### src/rtl/wb_mtimer_pkg.sv
// Shared definitions for the Wishbone RISC-V machine timer: register offsets,
// CTRL word layout and the byte-lane write merge used by every register.
package wb_mtimer_pkg;

  localparam logic [2:0] MTIME_LO_OFS    = 3'd0;
  localparam logic [2:0] MTIME_HI_OFS    = 3'd1;
  localparam logic [2:0] MTIMECMP_LO_OFS = 3'd2;
  localparam logic [2:0] MTIMECMP_HI_OFS = 3'd3;
  localparam logic [2:0] CTRL_OFS        = 3'd4;

  localparam int unsigned CTRL_EN_BIT       = 0;
  localparam int unsigned CTRL_PRESCALE_LSB = 16;
  localparam int unsigned CTRL_PRESCALE_MAX = 16;

  // CTRL as seen on the bus: PRESCALE in [31:16], EN in bit 0, rest reserved.
  typedef struct packed {
    logic [CTRL_PRESCALE_MAX-1:0]                prescale;
    logic [CTRL_PRESCALE_LSB-CTRL_EN_BIT-2:0]    rsvd;
    logic                                        en;
  } ctrl_t;

  function automatic logic [31:0] merge_lanes(input logic [31:0] old_val,
                                              input logic [31:0] new_val,
                                              input logic [3:0]  sel);
    logic [31:0] res;
    res = old_val;
    for (int unsigned i = 0; i < 4; i++) begin
      if (sel[i]) res[8*i +: 8] = new_val[8*i +: 8];
    end
    return res;
  endfunction

endpackage

### src/rtl/wb_if.sv
// Wishbone B4 pipelined bus bundle, 32-bit data, byte selects.
interface wb_if;
  logic        cyc;
  logic        stb;
  logic        we;
  logic [31:0] adr;
  logic [3:0]  sel;
  logic [31:0] dat_m;
  logic [31:0] dat_s;
  logic        ack;
  logic        err;
  logic        stall;

  modport master (output cyc, stb, we, adr, sel, dat_m,
                  input  dat_s, ack, err, stall);
  modport slave  (input  cyc, stb, we, adr, sel, dat_m,
                  output dat_s, ack, err, stall);
endinterface

### src/rtl/wb_mtimer_prescaler.sv
// Prescale counter: counts 0..prescale while enabled and pulses tick on wrap.
module wb_mtimer_prescaler #(
  parameter int unsigned PRESCALE_W = 16
) (
  input  logic                  clk,
  input  logic                  rst,
  input  logic                  en,
  input  logic                  clr,
  input  logic [PRESCALE_W-1:0] prescale,
  output logic                  tick
);

  logic [PRESCALE_W-1:0] cnt_q, cnt_d;

  // A clear takes priority and swallows a coincident wrap tick.
  always_comb begin
    cnt_d = cnt_q;
    tick  = 1'b0;
    if (clr) begin
      cnt_d = '0;
    end else if (en) begin
      if (cnt_q == prescale) begin
        cnt_d = '0;
        tick  = 1'b1;
      end else begin
        cnt_d = cnt_q + PRESCALE_W'(1);
      end
    end
  end

  always_ff @(posedge clk) begin
    if (rst) cnt_q <= '0;
    else     cnt_q <= cnt_d;
  end

endmodule

### src/rtl/wb_mtimer.sv
// RISC-V machine timer (mtime/mtimecmp + prescaler) as a Wishbone responder;
// drives a registered level irq_timer.
module wb_mtimer
  import wb_mtimer_pkg::*;
#(
  parameter int unsigned PRESCALE_W   = 16,
  parameter logic [63:0] MTIMECMP_RST = 64'hFFFF_FFFF_FFFF_FFFF
) (
  input  logic  clk,
  input  logic  rst,
  wb_if.slave   wb,
  output logic  irq_timer
);

  logic [63:0]           mtime_q, mtime_d;
  logic [63:0]           mtimecmp_q, mtimecmp_d;
  logic [31:0]           snap_q, snap_d;
  logic [31:0]           dat_s_q, dat_s_d;
  logic                  en_q, en_d;
  logic [PRESCALE_W-1:0] prescale_q, prescale_d;
  logic                  ack_q, ack_d;
  logic                  err_q, err_d;
  logic                  irq_q, irq_d;

  logic       req, mapped, wr, rd, ctrl_wr, tick;
  logic [2:0] ofs;
  ctrl_t      ctrl_rd, ctrl_new;
  logic       unused_bits;

  assign req     = wb.cyc & wb.stb;
  assign ofs     = wb.adr[4:2];
  assign mapped  = (ofs <= CTRL_OFS);
  assign wr      = req & mapped & wb.we;
  assign rd      = req & mapped & ~wb.we;
  assign ctrl_wr = wr & (ofs == CTRL_OFS);

  assign unused_bits = ^{wb.adr[31:5], wb.adr[1:0], ctrl_new.rsvd};

  always_comb begin
    ctrl_rd          = '0;
    ctrl_rd.en       = en_q;
    ctrl_rd.prescale = CTRL_PRESCALE_MAX'(prescale_q);
  end

  wb_mtimer_prescaler #(
    .PRESCALE_W (PRESCALE_W)
  ) u_prescaler (
    .clk      (clk),
    .rst      (rst),
    .en       (en_q),
    .clr      (ctrl_wr),
    .prescale (prescale_q),
    .tick     (tick)
  );

  always_comb begin
    mtime_d    = tick ? mtime_q + 64'd1 : mtime_q;
    mtimecmp_d = mtimecmp_q;
    snap_d     = snap_q;
    en_d       = en_q;
    prescale_d = prescale_q;
    ctrl_new   = ctrl_t'(merge_lanes(ctrl_rd, wb.dat_m, wb.sel));
    ack_d      = req & mapped;
    err_d      = req & ~mapped;
    dat_s_d    = '0;

    // Bus writes to mtime replace the whole next value, so a same-cycle tick is lost.
    if (wr) begin
      case (ofs)
        MTIME_LO_OFS:    mtime_d    = {mtime_q[63:32], merge_lanes(mtime_q[31:0], wb.dat_m, wb.sel)};
        MTIME_HI_OFS:    mtime_d    = {merge_lanes(mtime_q[63:32], wb.dat_m, wb.sel), mtime_q[31:0]};
        MTIMECMP_LO_OFS: mtimecmp_d = {mtimecmp_q[63:32], merge_lanes(mtimecmp_q[31:0], wb.dat_m, wb.sel)};
        MTIMECMP_HI_OFS: mtimecmp_d = {merge_lanes(mtimecmp_q[63:32], wb.dat_m, wb.sel), mtimecmp_q[31:0]};
        CTRL_OFS: begin
          en_d       = ctrl_new.en;
          prescale_d = PRESCALE_W'(ctrl_new.prescale);
        end
        default: ;
      endcase
    end

    // Reading LO latches the live upper half so a following HI read is coherent.
    if (rd) begin
      case (ofs)
        MTIME_LO_OFS: begin
          dat_s_d = mtime_q[31:0];
          snap_d  = mtime_q[63:32];
        end
        MTIME_HI_OFS:    dat_s_d = snap_q;
        MTIMECMP_LO_OFS: dat_s_d = mtimecmp_q[31:0];
        MTIMECMP_HI_OFS: dat_s_d = mtimecmp_q[63:32];
        CTRL_OFS:        dat_s_d = ctrl_rd;
        default: ;
      endcase
    end

    irq_d = (mtime_d >= mtimecmp_d);
  end

  always_ff @(posedge clk) begin
    if (rst) begin
      mtime_q    <= '0;
      mtimecmp_q <= MTIMECMP_RST;
      snap_q     <= '0;
      dat_s_q    <= '0;
      en_q       <= 1'b1;
      prescale_q <= '0;
      ack_q      <= 1'b0;
      err_q      <= 1'b0;
      irq_q      <= 1'b0;
    end else begin
      mtime_q    <= mtime_d;
      mtimecmp_q <= mtimecmp_d;
      snap_q     <= snap_d;
      dat_s_q    <= dat_s_d;
      en_q       <= en_d;
      prescale_q <= prescale_d;
      ack_q      <= ack_d;
      err_q      <= err_d;
      irq_q      <= irq_d;
    end
  end

  // A response pending while rst is high belongs to a dropped request.
  assign wb.ack   = ack_q & ~rst;
  assign wb.err   = err_q & ~rst;
  assign wb.dat_s = dat_s_q;
  assign wb.stall = 1'b0;
  assign irq_timer = irq_q;

endmodule
### src/flat_wrapper.sv
// flat-port wrapper written by rule: the top's interface ports become plain ports
module wb_mtimer_flat import wb_mtimer_pkg::*;
#(
  parameter int unsigned PRESCALE_W   = 16,
  parameter logic [63:0] MTIMECMP_RST = 64'hFFFF_FFFF_FFFF_FFFF
)
  (clk, rst, irq_timer, wb_cyc, wb_stb, wb_we, wb_adr, wb_sel, wb_dat_m, wb_dat_s, wb_ack, wb_err, wb_stall);
  wb_if wb_i ();
  input  logic clk;
  input  logic rst;
  output logic irq_timer;
  input wire logic [$bits(wb_i.cyc)-1:0] wb_cyc;
  input wire logic [$bits(wb_i.stb)-1:0] wb_stb;
  input wire logic [$bits(wb_i.we)-1:0] wb_we;
  input wire logic [$bits(wb_i.adr)-1:0] wb_adr;
  input wire logic [$bits(wb_i.sel)-1:0] wb_sel;
  input wire logic [$bits(wb_i.dat_m)-1:0] wb_dat_m;
  output wire logic [$bits(wb_i.dat_s)-1:0] wb_dat_s;
  output wire logic [$bits(wb_i.ack)-1:0] wb_ack;
  output wire logic [$bits(wb_i.err)-1:0] wb_err;
  output wire logic [$bits(wb_i.stall)-1:0] wb_stall;
  assign wb_i.cyc = wb_cyc;
  assign wb_i.stb = wb_stb;
  assign wb_i.we = wb_we;
  assign wb_i.adr = wb_adr;
  assign wb_i.sel = wb_sel;
  assign wb_i.dat_m = wb_dat_m;
  assign wb_dat_s = wb_i.dat_s;
  assign wb_ack = wb_i.ack;
  assign wb_err = wb_i.err;
  assign wb_stall = wb_i.stall;
  wb_mtimer #(.PRESCALE_W(PRESCALE_W), .MTIMECMP_RST(MTIMECMP_RST)) u_core (.clk(clk), .rst(rst), .wb(wb_i), .irq_timer(irq_timer));
endmodule
### config.mk
export PLATFORM = sky130hd
export DESIGN_NAME = wb_mtimer_flat
export DESIGN_NICKNAME = d
export VERILOG_FILES = /design/src/rtl/wb_mtimer_pkg.sv /design/src/rtl/wb_if.sv /design/src/rtl/wb_mtimer_prescaler.sv /design/src/rtl/wb_mtimer.sv /design/src/flat_wrapper.sv
export SDC_FILE = /design/constraint.sdc
export NUM_CORES = 1
export LEC_CHECK = 0
export ABC_AREA = 1
export CAP_MARGIN = 20
export CORE_UTILIZATION = 51
export CTS_BUF_LIST = sky130_fd_sc_hd__clkbuf_2
export DETAILED_ROUTE_END_ITERATION = 8
export PLACE_DENSITY = 0.8
export SETUP_SLACK_MARGIN = 0.1
export SLEW_MARGIN = 20
export SYNTH_ARGS = -nofsm -noshare
export SYNTH_HDL_FRONTEND = slang
export SYNTH_SLANG_ARGS = --single-unit
### constraint.sdc
create_clock -name clk -period 5.55 [get_ports clk]
set_input_delay 0.555 -clock clk [delete_from_list [all_inputs] [get_ports clk]]
set_output_delay 0.555 -clock clk [all_outputs]
set_load 0.01 [all_outputs]
==> results summary <==
The run finished with clean final reports. The worst stage delay on the critical path came out at 0.56 ns. The CTS clock-pin slew for the worst setup and hold paths is 0.11 ns. The initial antenna violation count came to 1. The top fanout value on the critical path came out at 8. Of the synthesized area, sequential elements account for 32.1%. The post-place instance area is 15,300 sq um. At the later pin of the worst-skew pair, clock insertion delay measures 0.91 ns. The most critical setup path has its startpoint at u_core.mtime_q[0]$_SDFF_PP0_.

The clock passes through at most 3 buffers. The total routed wirelength came out at 48,400 um. Setup repair after global routing left no endpoint under its margin. By area the synthesized netlist is led by sky130_fd_sc_hd__dfxtp_1 (32%), sky130_fd_sc_hd__nand2_1 (16%), sky130_fd_sc_hd__nor2_1 (7.0%), sky130_fd_sc_hd__ha_1 (5.8%), sky130_fd_sc_hd__a21oi_1 (5.4%).

The path type of the worst setup path is reg2reg. Pin placement for this block handled 109 I/O pins. The cell with the most instances after synthesis is sky130_fd_sc_hd__nand2_1. The post-route netlist has 7.21% of its cells at a drive strength greater than 1. After detailed routing, the average wire length per cell comes to 18.1 um. The total of cells resized after clock tree synthesis came out at 0. The gate count after technology mapping is 2,181. The routed via count came out at 15,600.

Fill cells in the final layout number 2,708. Routability-driven placement finished with a final weighted congestion of 1.06. The standard-cell row count came out at 60. The number of cells on the worst reg-to-reg path is 21. The port buffer count came out at 78.

The synthesized design spends more area on one cell type than any other, namely sky130_fd_sc_hd__dfxtp_1. The CTS tree is done. The total number of H-tree levels came out at 2. The total power density per cell area is 252 nW/um^2. In the synthesized netlist the dominant register cell turns out to be sky130_fd_sc_hd__dfxtp_1. STA classifies the critical path endpoint as a flip-flop. The shortest clock period the worst path allows after layout is 4.29 ns. The worst-case IR drop observed on VDD is 0.000197 V. The final hold violation count is 0. The final design instance area without fill came out at 15,800 sq um.

The full die area came out at 28,500 sq um. The analysis attributes to cell leakage a power of 0.00649 uW. The startpoint identified for the worst hold timing path is rst. For this run, the number of Yosys warnings is 0. The slew at the pin closest to its max-slew limit is 0.917 ns. After layout, the worst path uses 77.3% of the clock period. In the synthesized netlist the async set-or-reset flop fraction comes to 0%. The count of pins over their slew limit is 0. The iteration-0 DRC count of the detailed router is 1,761.

The number of clock sinks seen by CTS is 228. The number of flops mapped to enable cells by yosys is 0. In this design, the critical path's most frequently occurring cell is sky130_fd_sc_hd__nand2_1.

For this run, design rule violations remaining after detail routing come to 0. Using the TritonRoute via totals, the vias-per-cell ratio works out to 5.82. The sum of net half-perimeters after detailed placement is 35,400 um. The detail route stage leaves a number of antenna-violating nets equal to 0.

Data arrives at the worst endpoint at 5.11 ns. The number of global-route vias before repair came out at 14,700. The critical path launch point type is a flip-flop. The post-cts hold buffer count is 0. The total global routing overflow came out at 0.

By count the netlist is led by sky130_fd_sc_hd__nand2_1 (624), sky130_fd_sc_hd__nor2_1 (266), sky130_fd_sc_hd__dfxtp_1 (228). In this run the worst hold path is classified as in2reg. The mean post-synth cell area is 6.51 sq um.

The number of maximum-capacitance violations is 0. Once the floorplan was initialized, standard cells occupied 52.4% of the core. Entering global routing, the biggest net connects 65 pins. The capturing instance or port of the critical path is u_core.irq_timer$_SDFF_PP0_.

The slowest cell on the critical path is sky130_fd_sc_hd__dfxtp_1. The area growth from synthesis to layout is 11.4%. After synthesis the netlist holds a flip-flop and latch count of 228. The global-route wire length before repair is 76,200 um. The startpoint identified for the worst register-to-register timing path is u_core.mtime_q[0]$_SDFF_PP0_. The setup violation total in the final timing report is 0. In this run the tightest slew margin relative to its limit is 38.7%. The total global routing track utilization is 33.6%. The vertical extent of the die came out at 169 um. The library cell used as clock root buffer is sky130_fd_sc_hd__clkbuf_2.

The capture point of the worst reg-to-reg path is u_core.irq_timer$_SDFF_PP0_. The highest achievable clock rate is 233 MHz. The critical path data required time came out at 6.37 ns. The area fraction of the dominant cell type after synthesis came out at 32.1%. The post-CTS setup-driven buffer insertion count came out at 0. The summed instance area of the synthesized netlist is 14,200 sq um. The final setup skew is 0.0530 ns. The setup TNS after final layout is 0 ns. The floorplan step set the die width to 169 um. The net count after synthesis is 2,320. The floorplan step defined a core boundary enclosing 27,100 sq um. Walking the worst path, the cells encountered are ha_1, nand2_1, nor2_1, inv_1, nor2_1, nand2_1, nor2_1, nand2_1, nand2_1, nand2_1, nand3_1, nand2_1, ha_1, nand4_1, nor3_1, nand3_1, nor3_1, nand4_1, nand3_1, nand2_1, inv_1. The detailed-routing iteration count for the pre-antenna-repair pass came out at 6. The synthesized netlist contains 43 unique library cells. The total clock buffers created by CTS is 60. The minimum setup slack among reg-to-reg paths came out at 1.26 ns. The number of nets in the final layout is 2,395.
-- critical path, delay by kind of cell (launching register included) --
| kind | cells | cell delay, ns |
|---|---|---|
| adder cells (fa/ha/maj) | 2 | 0.71 |
| buffers and inverters | 2 | 0.15 |
| flip-flops | 1 | 0.56 |
| AND/OR/NAND/NOR | 17 | 2.83 |
-- sequential cells by signal, indices dropped and copies added (netlist names) --
signal,cells
u_core.mtime_q,64
u_core.mtimecmp_q,64
u_core.snap_q,32
u_core.wb.dat_s,32
u_core.prescale_q,16
u_core.u_prescaler.cnt_q,16
u_core.ack_q,1
u_core.en_q,1
u_core.err_q,1
u_core.irq_timer,1
-- power by group --
| group | internal (uW) | leakage [uW] | switching, uW | total (uW) |
|---|---|---|---|---|
| Clock | 479 | 0.000419 | 744 | 1220 |
| Combinational | 317 | 0.00422 | 586 | 903 |
| Sequential | 1720 | 0.00185 | 143 | 1860 |
| Total | 2510 | 0.00649 | 1470 | 3990 |
-- how the worst min path moves through the flow --
stage | cells past startpoint | slack, ns | to
after global placement | 2 | 0.44 | u_core.snap_q[4]$_SDFFE_PP0P_
after CTS | 2 | 0.14 | u_core.snap_q[24]$_SDFFE_PP0P_
after detailed placement | 2 | 0.45 | u_core.snap_q[30]$_SDFFE_PP0P_
after floorplan | 2 | 0.43 | u_core.snap_q[1]$_SDFFE_PP0P_
final | 2 | 0.17 | u_core.snap_q[24]$_SDFFE_PP0P_
after global routing | 2 | 0.14 | u_core.snap_q[24]$_SDFFE_PP0P_
-- cell families after synthesis --
group / count (synthesis) / synth area share (%)
xor gates and xnor gates: 50 / 3.08
buffers and inverters: 307 / 8.61
and+or+nand+nor: 1077 / 31.1
adders and majority gates: 66 / 5.81
AOI/OAI and AO/OA: 447 / 18.9
muxes: 5 / 0.352
other: 1 / 0.0264
DFF: 228 / 32.1
-- metrics by stage --
step | std cells | worst slack (ns) | utilization, % | power, uW | hold slack [ns]
finish | 2674 | 1.26 | 58.4 | 3990 | 0.170
global route | 2674 | 1.02 | 58.4 | 4210 | 0.143
CTS | 2673 | 1.38 | 58.4 | 3980 | 0.145
detailed placement | 2566 | 0.974 | 56.4 | 2770 | 0.448
global placement | 2566 | 1.05 | 56.4 | 2740 | 0.442
floorplan | 2181 | 2.54 | - | 2500 | 0.430
-- cell usage in the layout, fill, tap and decap left out, types with 9 or more instances in the layout --
master and count:
sky130_fd_sc_hd__o21ai_0 81, sky130_fd_sc_hd__nand3_1 111, sky130_fd_sc_hd__inv_1 195, sky130_fd_sc_hd__clkinv_1 14
sky130_fd_sc_hd__nand4_1 12, sky130_fd_sc_hd__a21oi_1 152, sky130_fd_sc_hd__a221oi_1 47, sky130_fd_sc_hd__ha_1 66
sky130_fd_sc_hd__inv_2 16, sky130_fd_sc_hd__dfxtp_1 228, sky130_fd_sc_hd__buf_4 28, sky130_fd_sc_hd__nand2_1 624
sky130_fd_sc_hd__nor2_2 10, sky130_fd_sc_hd__o22ai_1 110, sky130_fd_sc_hd__o211ai_1 39, sky130_fd_sc_hd__clkdlybuf4s50_1 77
sky130_fd_sc_hd__xor2_1 50, sky130_fd_sc_hd__clkbuf_2 90, sky130_fd_sc_hd__nor3_1 23, sky130_fd_sc_hd__nor2_1 266
sky130_fd_sc_hd__nor2_4 9
-- layout make-up --
cell class	instances	area (sq um)	area share (%)
Clock buffer	90	450	2.85
Inverter	213	802	5.07
Clock inverter	17	96.3	0.609
Timing Repair Buffer	107	1020	6.45
Antenna cell	1	2.50	0.0158
Multi-Input combinational cell	1646	8430	53.2
Tap cell	372	465	2.94
Sequential cell	228	4560	28.8
-- routing by layer --
| layer | track usage [%] | vias up | part of all wire, % |
|---|---|---|---|
| li1 | - | 7467 | - |
| met1 | 41.6 | 7072 | 41 |
| met2 | 55.4 | 851 | 45 |
| met3 | 6.45 | 163 | 9.3 |
| met4 | 17.4 | 0 | 4.9 |
| met5 | 0 | - | 0 |
Note: power is estimated with default switching activity, not from simulation.
